==> config.mk <==
export PLATFORM = sky130hd
export DESIGN_NAME = multdiv
export DESIGN_NICKNAME = d
export VERILOG_FILES = /design/src/rtl/multdiv.sv
export SDC_FILE = /design/constraint.sdc
export NUM_CORES = 1
export LEC_CHECK = 0
export ABC_AREA = 1
export BUFFER_PORTS_ARGS = -buffer_cell sky130_fd_sc_hd__buf_4
export CORE_UTILIZATION = 40
export CTS_BUF_LIST = sky130_fd_sc_hd__clkbuf_16
export CTS_CLUSTER_DIAMETER = 40
export DETAILED_ROUTE_END_ITERATION = 10
export GPL_TIMING_DRIVEN = 1
export PLACE_DENSITY = 0.63
export SETUP_SLACK_MARGIN = 0.4
export SLEW_MARGIN = 20
export SYNTH_ARGS = -nofsm -noshare
export SYNTH_HDL_FRONTEND = slang
export SYNTH_SLANG_ARGS = --single-unit
==> constraint.sdc <==
create_clock -name clock -period 5.35 [get_ports clock]
set_clock_uncertainty 0.15 [all_clocks]
set_input_delay 0.2675 -clock clock [delete_from_list [all_inputs] [get_ports clock]]
set_output_delay 0.2675 -clock clock [all_outputs]
set_load 0.05 [all_outputs]
==> src/rtl/multdiv.sv <==
// Iterative signed 32x32 multiplier / divider: shift-add multiply, non-restoring divide, 32 steps each.
// Optional macro MULTDIV_EARLY_ZERO_EN: divide by zero completes right after the start edge.
module multdiv #(
  localparam int DATA_W = 32
) (
  input  logic                     clock,
  input  logic                     reset,
  input  logic signed [DATA_W-1:0] data_operandA,
  input  logic signed [DATA_W-1:0] data_operandB,
  input  logic                     ctrl_MULT,
  input  logic                     ctrl_DIV,
  output logic signed [DATA_W-1:0] data_result,
  output logic                     data_exception,
  output logic                     data_resultRDY
);

  typedef enum logic [1:0] {IDLE, MULT_RUN, DIV_RUN, DONE} state_t;

  state_t                state, next_state;
  logic [4:0]            cnt;
  logic [DATA_W+1:0]     hi;    // product high part, or signed partial remainder
  logic [DATA_W-1:0]     lo;    // multiplier being shifted out, or quotient being shifted in
  logic [DATA_W-1:0]     opnd;  // multiplicand or divisor magnitude
  logic                  neg, div_zero, div_ovf;

  logic                  start_mult, start_div, b_zero, last_step;
  logic [DATA_W:0]       mul_add;
  logic [2*DATA_W-1:0]   prod;
  logic signed [DATA_W+1:0] rem_sh, rem_nx;
  logic [DATA_W-1:0]     q_nx, q_fix;

  function automatic logic [DATA_W-1:0] mag(input logic signed [DATA_W-1:0] v);
    return v[DATA_W-1] ? DATA_W'(-v) : v;
  endfunction

  function automatic logic [2*DATA_W-1:0] fix_sign64(input logic [2*DATA_W-1:0] m, input logic n);
    return n ? -m : m;
  endfunction

  function automatic logic mul_overflow(input logic [2*DATA_W-1:0] p);
    return p[2*DATA_W-1:DATA_W] != {DATA_W{p[DATA_W-1]}};
  endfunction

  always_comb begin
    start_mult = ctrl_MULT;
    start_div  = ctrl_DIV & ~ctrl_MULT;
    b_zero     = (data_operandB == '0);
    last_step  = (cnt == 5'd31);

    mul_add = hi[DATA_W:0] + (lo[0] ? {1'b0, opnd} : {(DATA_W+1){1'b0}});
    prod    = fix_sign64({mul_add, lo[DATA_W-1:1]}, neg);

    // Non-restoring step: subtract while the remainder is non-negative, add back otherwise.
    rem_sh = {hi[DATA_W:0], lo[DATA_W-1]};
    rem_nx = hi[DATA_W+1] ? rem_sh + $signed({2'b00, opnd}) : rem_sh - $signed({2'b00, opnd});
    q_nx   = {lo[DATA_W-2:0], ~rem_nx[DATA_W+1]};
    q_fix  = neg ? -q_nx : q_nx;
  end

  always_comb begin
    next_state = state;
    if (start_mult) begin
      next_state = MULT_RUN;
    end else if (start_div) begin
`ifdef MULTDIV_EARLY_ZERO_EN
      next_state = b_zero ? DONE : DIV_RUN;
`else
      next_state = DIV_RUN;
`endif
    end else begin
      case (state)
        MULT_RUN: if (last_step) next_state = DONE;
        DIV_RUN:  if (last_step) next_state = DONE;
        DONE:     next_state = IDLE;
        default:  next_state = IDLE;
      endcase
    end
  end

  always_ff @(posedge clock or posedge reset) begin
    if (reset) state <= IDLE;
    else       state <= next_state;
  end

  always_ff @(posedge clock or posedge reset) begin
    if (reset) begin
      cnt            <= '0;
      hi             <= '0;
      lo             <= '0;
      opnd           <= '0;
      neg            <= 1'b0;
      div_zero       <= 1'b0;
      div_ovf        <= 1'b0;
      data_result    <= '0;
      data_exception <= 1'b0;
      data_resultRDY <= 1'b0;
    end else begin
      data_resultRDY <= (next_state == DONE);
      if (start_mult) begin
        cnt      <= '0;
        hi       <= '0;
        lo       <= mag(data_operandB);
        opnd     <= mag(data_operandA);
        neg      <= data_operandA[DATA_W-1] ^ data_operandB[DATA_W-1];
        div_zero <= 1'b0;
        div_ovf  <= 1'b0;
      end else if (start_div) begin
        cnt      <= '0;
        hi       <= '0;
        lo       <= mag(data_operandA);
        opnd     <= mag(data_operandB);
        neg      <= data_operandA[DATA_W-1] ^ data_operandB[DATA_W-1];
        div_zero <= b_zero;
        div_ovf  <= (data_operandA == {1'b1, {(DATA_W-1){1'b0}}}) && (data_operandB == '1);
`ifdef MULTDIV_EARLY_ZERO_EN
        if (b_zero) begin
          data_result    <= '0;
          data_exception <= 1'b1;
        end
`endif
      end else begin
        case (state)
          MULT_RUN: begin
            cnt <= cnt + 5'd1;
            hi  <= {2'b00, mul_add[DATA_W:1]};
            lo  <= {mul_add[0], lo[DATA_W-1:1]};
            if (last_step) begin
              data_result    <= prod[DATA_W-1:0];
              data_exception <= mul_overflow(prod);
            end
          end
          DIV_RUN: begin
            cnt <= cnt + 5'd1;
            hi  <= rem_nx;
            lo  <= q_nx;
            if (last_step) begin
              data_result    <= div_zero ? '0 : q_fix;
              data_exception <= div_zero | div_ovf;
            end
          end
          default: ;
        endcase
      end
    end
  end

endmodule

## Yosys cells after proc, flatten, opt, wreduce, memory -nomap -nowiden

Index checks and enable logic that the tools add are counted.

- Multiplexer cells: 34
- Reduce and logical (&&, ||, !) cells: 8
- Bitwise operators: 6
- $add $sub $neg: 8
- Eq/ne operators: 9

Operator list:

| operator | number |
|---|---|
| two-way mux 32 bit | 11 |
| case mux 32 bit (2 select lines) | 2 |
| two-way mux 34 bit | 3 |
| negator 32 bit | 3 |
| case mux 34 bit (2 select lines) | 1 |
| equality test 32 bit (second input constant) | 2 |
| two-way mux 64 bit | 1 |
| negator 64 bit | 1 |
| adder 34 x 33 -> 34 bit | 1 |
| subtractor 34 x 33 -> 34 bit | 1 |
| adder 33 x 32 -> 33 bit | 1 |
| logical NOT 32 bit | 1 |
| != test 32 bit | 1 |
| two-way mux 5 bit | 3 |
| two-way mux 1 bit | 8 |
| two-way mux 2 bit | 4 |
| adder 5 x 1 -> 5 bit (second input constant) | 1 |
| equality test 5 bit (second input constant) | 1 |
| AND reduction 5 bit | 1 |
| equality test 2 bit (second input constant) | 2 |
| != test 2 bit (second input constant) | 2 |
| nonzero test 2 bit | 2 |
| nonzero test 4 bit | 1 |
| NOT 1 bit | 3 |
| other kinds (8) | 8 |

- Output and inout port bits: 34
- Logic and storage cells: 76
- Bits in registers: 142
- Input port bits: 68

## Depth between registers and ports, before layout

Gate-level depths: netlist of the first run.

- Depth in word-level cells: 8
- Mapped depth: 32
- Gate-level depth less buffers: 30

## Worst setup path before layout of the first run

Ideal clock, no wire load.

- Path type: flip-flop to flip-flop
- From: register opnd[0]
- To: register data_result[24]
- Path buffers: 1
- Arrival: 4.496 ns
- Path slack: 0.572 ns
- Period minus slack after synthesis: 4.778 ns
- Required time: 5.068 ns
- Cell stages (with the launch flop): 27
- Setup time: 0.132 ns
- Path through: dfrtp_1 -> inv_1 -> ha_1 -> nand4_1 -> nand3b_1 -> nor4_1 -> nand2_1 -> o31ai_1 -> o21ai_0 -> nor2_1 -> xor2_1 -> ha_1 -> a21oi_1 -> o21ai_0 -> nand2_1 -> nand3_1 -> a31oi_1 -> nand3_1 -> a21o_1 -> nand2_2 -> inv_2 -> ha_1 -> nor2_1 -> clkbuf_1 -> nand2_1 -> o2111ai_1 -> a31oi_1

- Cells in the longest elaborated chain, start to end: 8
- Elaborated cells between the ends (all ways): 9
- Those cells by class: add/sub (3); mux (5); bitwise (1)

Ends and longest elaborated chain:

| element | line | text |
|---|---|---|
| start: declaration | 23 | `logic [DATA_W-1:0] opnd;` |
| start signal: assignment | 103 | `opnd <= mag(data_operandA);` |
| start signal: assignment | 111 | `opnd <= mag(data_operandB);` |
| subtractor 34 x 33 -> 34 bit or adder 34 x 33 -> 34 bit (tied branches) | 55 | `rem_nx = hi[DATA_W+1] ? rem_sh + $signed({2'b00, opnd}) : rem_sh - $signed({2'b00, opnd});` |
| two-way mux 34 bit (*) | 55 |  |
| NOT 1 bit (*) | 56 | `q_nx = {lo[DATA_W-2:0], ~rem_nx[DATA_W+1]};` |
| negator 32 bit (*) | 57 | `q_fix = neg ? -q_nx : q_nx;` |
| two-way mux 32 bit (*) | 57 |  |
| two-way mux 32 bit (*) | 137 | `data_result <= div_zero ? '0 : q_fix;` |
| two-way mux 32 bit (*) | 136 | `if (last_step) begin` |
| case mux 32 bit (2 select lines) (*) | 122 | `case (state)` |
| end signal: assignment | 128 | `data_result <= prod[DATA_W-1:0];` |
| end signal: assignment | 137 |  |
| end: declaration | 12 | `output logic signed [DATA_W-1:0] data_result,` |

Every way passes the cells marked *; elsewhere a longest branch is shown, timed or not. The select of a mux whose other input is x is not followed.
A chain may end at the register's enable or synchronous reset.

## Worst setup path in the final report of the first run

- From: register opnd[1]
- To: register data_result[15]

Same word-level chain as after synthesis.

==> results.tsv, run 1 <==
stage	metric	value	unit
sta	Final Cycle Share	0.883	
layout	share of cells above drive strength 1	0.112	
sta	Final min period	4.72	ns
placed_design	Post-DP HPWL	57100	um
layout	Area growth syn-to-layout	13.5	%
synth	Netlist Area Pre-Place	17300	um^2
synth	area fraction of the dominant cell type after synthesis	0.206	
critical_path	crit path buf inv count	3	
critical_path	startpoint types	flip-flop	
layout	Final nets	3181	
synth	yosys warns	0	
sta	Peak Freq	212	MHz
sta	RSZ-0062 raised after global routing	yes	
layout	# diodes	0	
power_and_ir_drop	Max IR drop VDD	281	uV
layout	Reg area	3560	um^2
cts	CTS sink cnt	142	
grt	antenna violations before repair	0	
synth	number of synthesized flops with an enable pin	0	
floorplanning	I/O Pins	102	
synth	syn_area_per_cell	5.85	um^2
critical_path	slowest CP cell	dfrtp_1	
critical_path	critical path's most frequent cell	nand3_1	
critical_path	worst stage delay on the critical path	0.41	ns
routing	drt first pass iters	8	
grt	gr usage total	0.324	
layout	fillcell total	4521	
sta	Slew Limit Fails	0	
sta	Hold Vio Cnt, Final	0	
layout	area of the multi-input gates	11900	um^2
synth	largest cells by area after synthesis	dfrtp_1 (21%), nand2_1 (19%), inv_1 (9.2%), nor2_1 (6.5%), nand3_1 (6.0%)	
power_and_ir_drop	Leakage	10.3	nW
cts	CTS clock-pin slew for the worst setup and hold paths	0.06	ns
grt	largest net degree at the start of global routing	62	
grt	global-route wire length before repair	109000	um
critical_path	crit end category	flip-flop	
cts	CTS max path bufs	2	
floorplanning	Placement Rows	75	
critical_path	data required time of the worst path	5.59	ns
placed_design	pre-CTS WS	0.0842	ns
synth	Netlist cell types	56	
sta	final setup violation count	0	
routing	WL final	71500	um
routing	initial DRC count	2015	
floorplanning	core area	42200	um^2
floorplanning	Starting Density	0.409	
floorplanning	Die Area	44000	um^2
routing	via/cell ratio	5.66	
cts	H-tree depth	4	
synth	Post-synth top flop	dfrtp_1	
routing	DR WL/cell	19.9	um
placed_design	Placer Congestion	1.00	
routing	Antenna Nets Post-Route	0	
cts	Clock Tree Root	clkbuf_16	
critical_path	critical path fanouts, max	4	
grt	GR Overflow Total	0	
critical_path	critical path class	reg2reg	
cts	Worst-Skew Late Latency	0.46	ns
placed_design	Port Buf Inserts	101	
power_and_ir_drop	Power Density	302	nW/um^2
sta	setup TNS	0	ns
routing	drt drc	0	
synth	top cell type by total area after synthesis	dfrtp_1	
job	Max-Cap Viols	0	
sta	Slew @ Worst Pin	0.940	ns
synth	Synth async-reset ratio	1.00	
floorplanning	Die X	210	um
synth	Synth Instances	2952	
synth	post-synthesis sequential area ratio	0.206	
sta	Rel. slew slack	0.372	
routing	routed vias	20300	
critical_path	Top delay family on crit path	simple AND/OR/NAND/NOR gates	
floorplanning	Die Ht	210	um
synth	register bit total from synthesis	142	
synth	Syn Nets	3098	
cts	CTS tree	yes	
critical_path	WP data arrival	4.96	ns
cts	CTS buffer count	17	
grt	vias in the first global route	19000	
status	status	completed	
sta	final setup margin	0.627	ns
min_path	Hold WC Path Type	in2reg	
-- sequential cells by signal (all words and copies together) (netlist names) --
| register | flops |
|---|---|
| cnt | 5 |
| data_exception | 1 |
| data_result | 32 |
| data_resultRDY | 1 |
| div_ovf | 1 |
| div_zero | 1 |
| hi | 34 |
| lo | 32 |
| neg | 1 |
| opnd | 32 |
| state | 2 |
-- worst reg2reg max path, cell delays in order (launching register included) --
cell and delay (ns):
dfrtp_1 0.41, inv_2 0.10, ha_4 0.14, nand4_1 0.11
nand3b_1 0.24, nor4_2 0.28, nand2_1 0.16, o31ai_2 0.29
o21ai_2 0.13, xor2_1 0.16, ha_1 0.32, nand2_2 0.09
nor2_2 0.11, nand4_1 0.19, nor4_2 0.36, nand3_1 0.13
nand3_2 0.11, a21o_1 0.14, nand2_4 0.10, buf_6 0.13
nor2_4 0.15, nand3_2 0.13, buf_4 0.16, nand3_1 0.08
nand3_1 0.13, a21oi_1 0.14
-- where the power goes --
group | internal [W] | leakage [nW] | switching, W
clock | 0.000730 | 0.286 | 0.000527
combinational | 0.000923 | 8.25 | 0.00209
sequential | 0.00128 | 1.76 | 0.000359
total | 0.00293 | 10.3 | 0.00298
-- path summary, 6_finish.rpt --
kind                                    to              start  depth (start not counted)  slack, ns
min                               opnd[25]  data_operandB[25]                          4      0.009
max                        data_result[15]            opnd[1]                         25       0.63
max in group asynchronous   data_result[7]              reset                          4       3.64
min reg2reg                 data_exception     data_exception                          2       0.35
min in group asynchronous            lo[7]              reset                          3       0.28
max reg2reg                data_result[15]            opnd[1]                         25       0.63
-- metrics by stage --
step / std cells / power [W] / util / area, um^2 / hold WS, ns
global placement: 3526 / 0.00448 / 0.440 / 18600 / 0.237
CTS: 3565 / 0.00578 / 0.456 / 19300 / 0.000168
detailed placement: 3526 / 0.00451 / 0.440 / 18600 / 0.230
global route: 3586 / 0.00623 / 0.464 / 19600 / 0.0208
floorplan: 2952 / 0.00350 / - / 17300 / 0.233
finish: 3586 / 0.00591 / 0.464 / 19600 / 0.00916
-- final cells by class --
| cell class | count | area share |
|---|---|---|
| Multi-Input combinational cell | 2277 | 0.607 |
| Sequential cell | 142 | 0.181 |
| Timing Repair Buffer | 160 | 0.0624 |
| Tap cell | 539 | 0.0344 |
| Clock buffer | 17 | 0.0217 |
| Inverter | 437 | 0.0843 |
| Clock inverter | 14 | 0.00868 |
-- timing repair --
item,4_1_cts,5_1_grt
buffers inserted,2,20
pin swaps,0,35
setup endpoints to repair,15,31
gates cloned,0,1
gates resized for setup,6,58
hold buffers,6,0
hold endpoints to repair,64,0
-- metal layers --
metal | share of wire | up-vias | global-route usage
met5 | 0 | - | 0
met4 | 0.047 | 0 | 0.149
met3 | 0.079 | 153 | 0.0361
met2 | 0.45 | 950 | 0.529
met1 | 0.42 | 9472 | 0.428
li1 | - | 9739 | -
-- cells in the mapped netlist (all sizes together), types with 26 or more instances --
| cell | instances |
|---|---|
| a21oi | 133 |
| a31oi | 26 |
| clkbuf | 75 |
| dfrtp | 142 |
| ha | 76 |
| inv | 434 |
| nand2 | 936 |
| nand3 | 216 |
| nand4 | 66 |
| nor2 | 332 |
| nor3 | 31 |
| o21ai | 177 |
| xor2 | 87 |
-- cell usage in the layout, fill, tap and decap left out, types with 66 or more instances in the layout --
cell     netlist  layout
inv_1        421     416
a21oi_1      132     127
nand2_1      894     887
ha_1          76      72
xor2_1        86      86
nand3_1      206     202
nand4_1       66      66
buf_4          1     152
dfrtp_1      142     140
o21ai_0      174     166
nor2_1       301     292
-- kinds of logic after synthesis --
group                    after synthesis  synth area share
adder cells (fa/ha/maj)               78            0.0574
AND/OR/NAND/NOR                     1623             0.403
flip-flops                           142             0.206
AO/OA/AOI/OAI                        472             0.163
XOR/XNOR                             104            0.0532
buffers and inverters                533             0.117
(Power assumes the default switching activity.)
==> inputs of run 2 (changes only) <==
--- a/config.mk
+++ b/config.mk
@@ -12,7 +12,7 @@
 export CTS_CLUSTER_DIAMETER = 40
 export DETAILED_ROUTE_END_ITERATION = 10
 export GPL_TIMING_DRIVEN = 1
-export PLACE_DENSITY = 0.63
+export PLACE_DENSITY = 0.61
 export SETUP_SLACK_MARGIN = 0.4
 export SLEW_MARGIN = 20
 export SYNTH_ARGS = -nofsm -noshare
==> run 2 against run 1 <==
Combinational power about the same. Register-to-register slack hardly changed. Setup slack got worse by 0.0048 ns. Maximum frequency fell by 0.10%. Design area is 0.75% lower. Total power shrank 1.7%. Final cell count shrank 0.11%. Hold slack better by 0.0020 ns. First-iteration DRC count decreased by 16%. Via count shrank 0.94%. Critical path depth is 1 lower. Sequential power barely moved. Largest cell class unchanged.
==> results.tsv, run 2 (synthesized netlist as in run 1, its figures left out) <==
stage	metric	value	unit
floorplanning	core area	42200	um^2
routing	Antenna Nets Post-Route	0	
layout	Area growth syn-to-layout	12.7	%
min_path	HP Start	data_operandA[0]	
sta	Final Cycle Share	0.884	
placed_design	Inst Count DP	3527	
routing	via/cell ratio	5.62	
cts	H-tree depth	4	
sta	Slew @ Worst Pin	0.953	ns
cts	CTS max path bufs	2	
layout	area of the multi-input gates	11800	um^2
job	Max-Cap Viols	0	
critical_path	worst setup path startpoint	opnd[0]	
layout	largest register by flop count	hi	
layout	final std cells w/o fill	3582	
power_and_ir_drop	Max IR drop VDD	435	uV
layout	max reg flops	34	
layout	most common cell after layout, fill and taps aside	nand2_1	
critical_path	critical path class	reg2reg	
critical_path	RR Startpoint	opnd[0]	
floorplanning	Die Area	44000	um^2
cts	CTS sink cnt	142	
status	status	completed	
power_and_ir_drop	Pwr Total	0.00581	W
routing	drt first pass iters	6	
placed_design	Post-DP HPWL	57700	um
grt	met3 usage	0.0346	
critical_path	critical path fanouts, max	6	
sta	final setup violation count	0	
cts	Clock Tree Root	clkbuf_16	
routing	WL final	72600	um
grt	global-route met1 utilization	0.430	
layout	Reg area	3560	um^2
routing	drt drc	0	
cts	CTS clock-pin slew for the worst setup and hold paths	0.06	ns
critical_path	worst stage delay on the critical path	0.40	ns
sta	Peak Freq	212	MHz
power_and_ir_drop	Power Density	299	nW/um^2
grt	vias in the first global route	18700	
routing	initial DRC count	1691	
floorplanning	Placement Rows	75	
critical_path	slowest CP cell	dfrtp_1	
sta	setup TNS	0	ns
floorplanning	Starting Density	0.409	
grt	largest net degree at the start of global routing	66	
grt	most used routing layer	met2	
routing	routed vias	20100	
cts	CTS tree	yes	
critical_path	crit path cell chain	inv_2, ha_4, nand4_1, nand3b_1, nor4_2, nand2_2, o31ai_4, o21ai_2, xor2_1, ha_1, nand2_2, nor2_4, nand4_1, nor4_2, nand3_1, nand3_2, nand3_2, nand2_4, inv_8, ha_4, nor2_4, buf_6, o2111ai_2, a31oi_1	
sta	Slew Limit Fails	0	
critical_path	data required time of the worst path	5.57	ns
critical_path	startpoint types	flip-flop	
layout	commonest cells after routing, fill and taps aside	nand2_1 (890), inv_1 (417), nor2_1 (292)	
floorplanning	I/O Pins	102	
sta	Final min period	4.73	ns
sta	Rel. slew slack	0.364	
layout	Final nets	3175	
layout	Final Cell Area	19400	um^2
cts	CTS buffer count	17	
placed_design	DP Area	18600	um^2
layout	share of cells above drive strength 1	0.108	
sta	Hold Vio Cnt, Final	0	
cts	Worst-Skew Late Latency	0.45	ns
floorplanning	Die X	210	um
grt	GR Util met2	0.537	
placed_design	Port Buf Inserts	101	
sta	RSZ-0062 raised after global routing	yes	
routing	DR WL/cell	20.3	um
grt	GR Overflow Total	0	
layout	Core Util, Final	0.461	
layout	fillcell total	4559	
critical_path	WP data arrival	4.94	ns
placed_design	Placer Congestion	0.981	
grt	gr usage total	0.327	
critical_path	crit end category	flip-flop	
grt	global-route wire length before repair	110000	um
grt	antenna violations before repair	1	
min_path	Hold WC Path Type	in2reg	
power_and_ir_drop	Leakage	10.2	nW
floorplanning	Die Ht	210	um
[run 2: critical path: cells and delay by family, from the launching register on]
| kind | cells | cell delay [ns] |
|---|---|---|
| compound gates | 4 | 0.75 |
| xor+xnor | 1 | 0.17 |
| flops | 1 | 0.40 |
| buf+inv | 3 | 0.32 |
| simple gates | 13 | 2.18 |
| fa+ha+maj | 3 | 0.65 |
[run 2: routing by layer]
layer | vias to the layer above | share of wire
li1 | 9747 | -
met1 | 9341 | 0.43
met2 | 876 | 0.45
met3 | 159 | 0.070
met4 | 0 | 0.050
met5 | - | 0
[run 2: what timing repair did]
item | 4_1_cts | 5_1_grt
setup buffers | 0 | 18
pin swaps | 0 | 21
endpoints found under the hold margin | 45 | 0
cloned | 0 | 2
gates resized for setup | 5 | 43
setup endpoints to repair | 15 | 29
hold buffers | 2 | 0
[run 2: worst paths after layout]
check / cells past startpoint / slack (ns) / to
max in group asynchronous: 4 / 3.69 / neg
setup reg to reg: 24 / 0.62 / data_result[24]
hold / removal: 3 / 0.01 / opnd[0]
setup / recovery: 24 / 0.62 / data_result[24]
min in group asynchronous: 3 / 0.23 / lo[5]
hold reg to reg: 2 / 0.34 / data_exception
[run 2: through the flow]
step           setup slack, ns  hold WS (ns)
4_1_cts                  0.406       0.00342
6_report                 0.622        0.0112
3_3_place_gp             0.300         0.167
3_5_place_dp             0.163         0.168
5_1_grt                  0.303        0.0224
2_1_floorplan            0.572         0.233
[run 2: layout make-up]
class | count | share of cell area
multi-input cells | 2277 | 0.609
inverters | 437 | 0.0850
flip-flops and latches | 142 | 0.183
diodes | 1 | 0.000129
well taps | 539 | 0.0347
repair buffers | 154 | 0.0603
clock inverters | 15 | 0.00643
clock buffers | 17 | 0.0219
[run 2: where the power goes]
part | total [W] | switching (W) | internal [W]
Sequential | 0.00163 | 0.000348 | 0.00128
Clock | 0.00117 | 0.000536 | 0.000635
Combinational | 0.00301 | 0.00209 | 0.000919
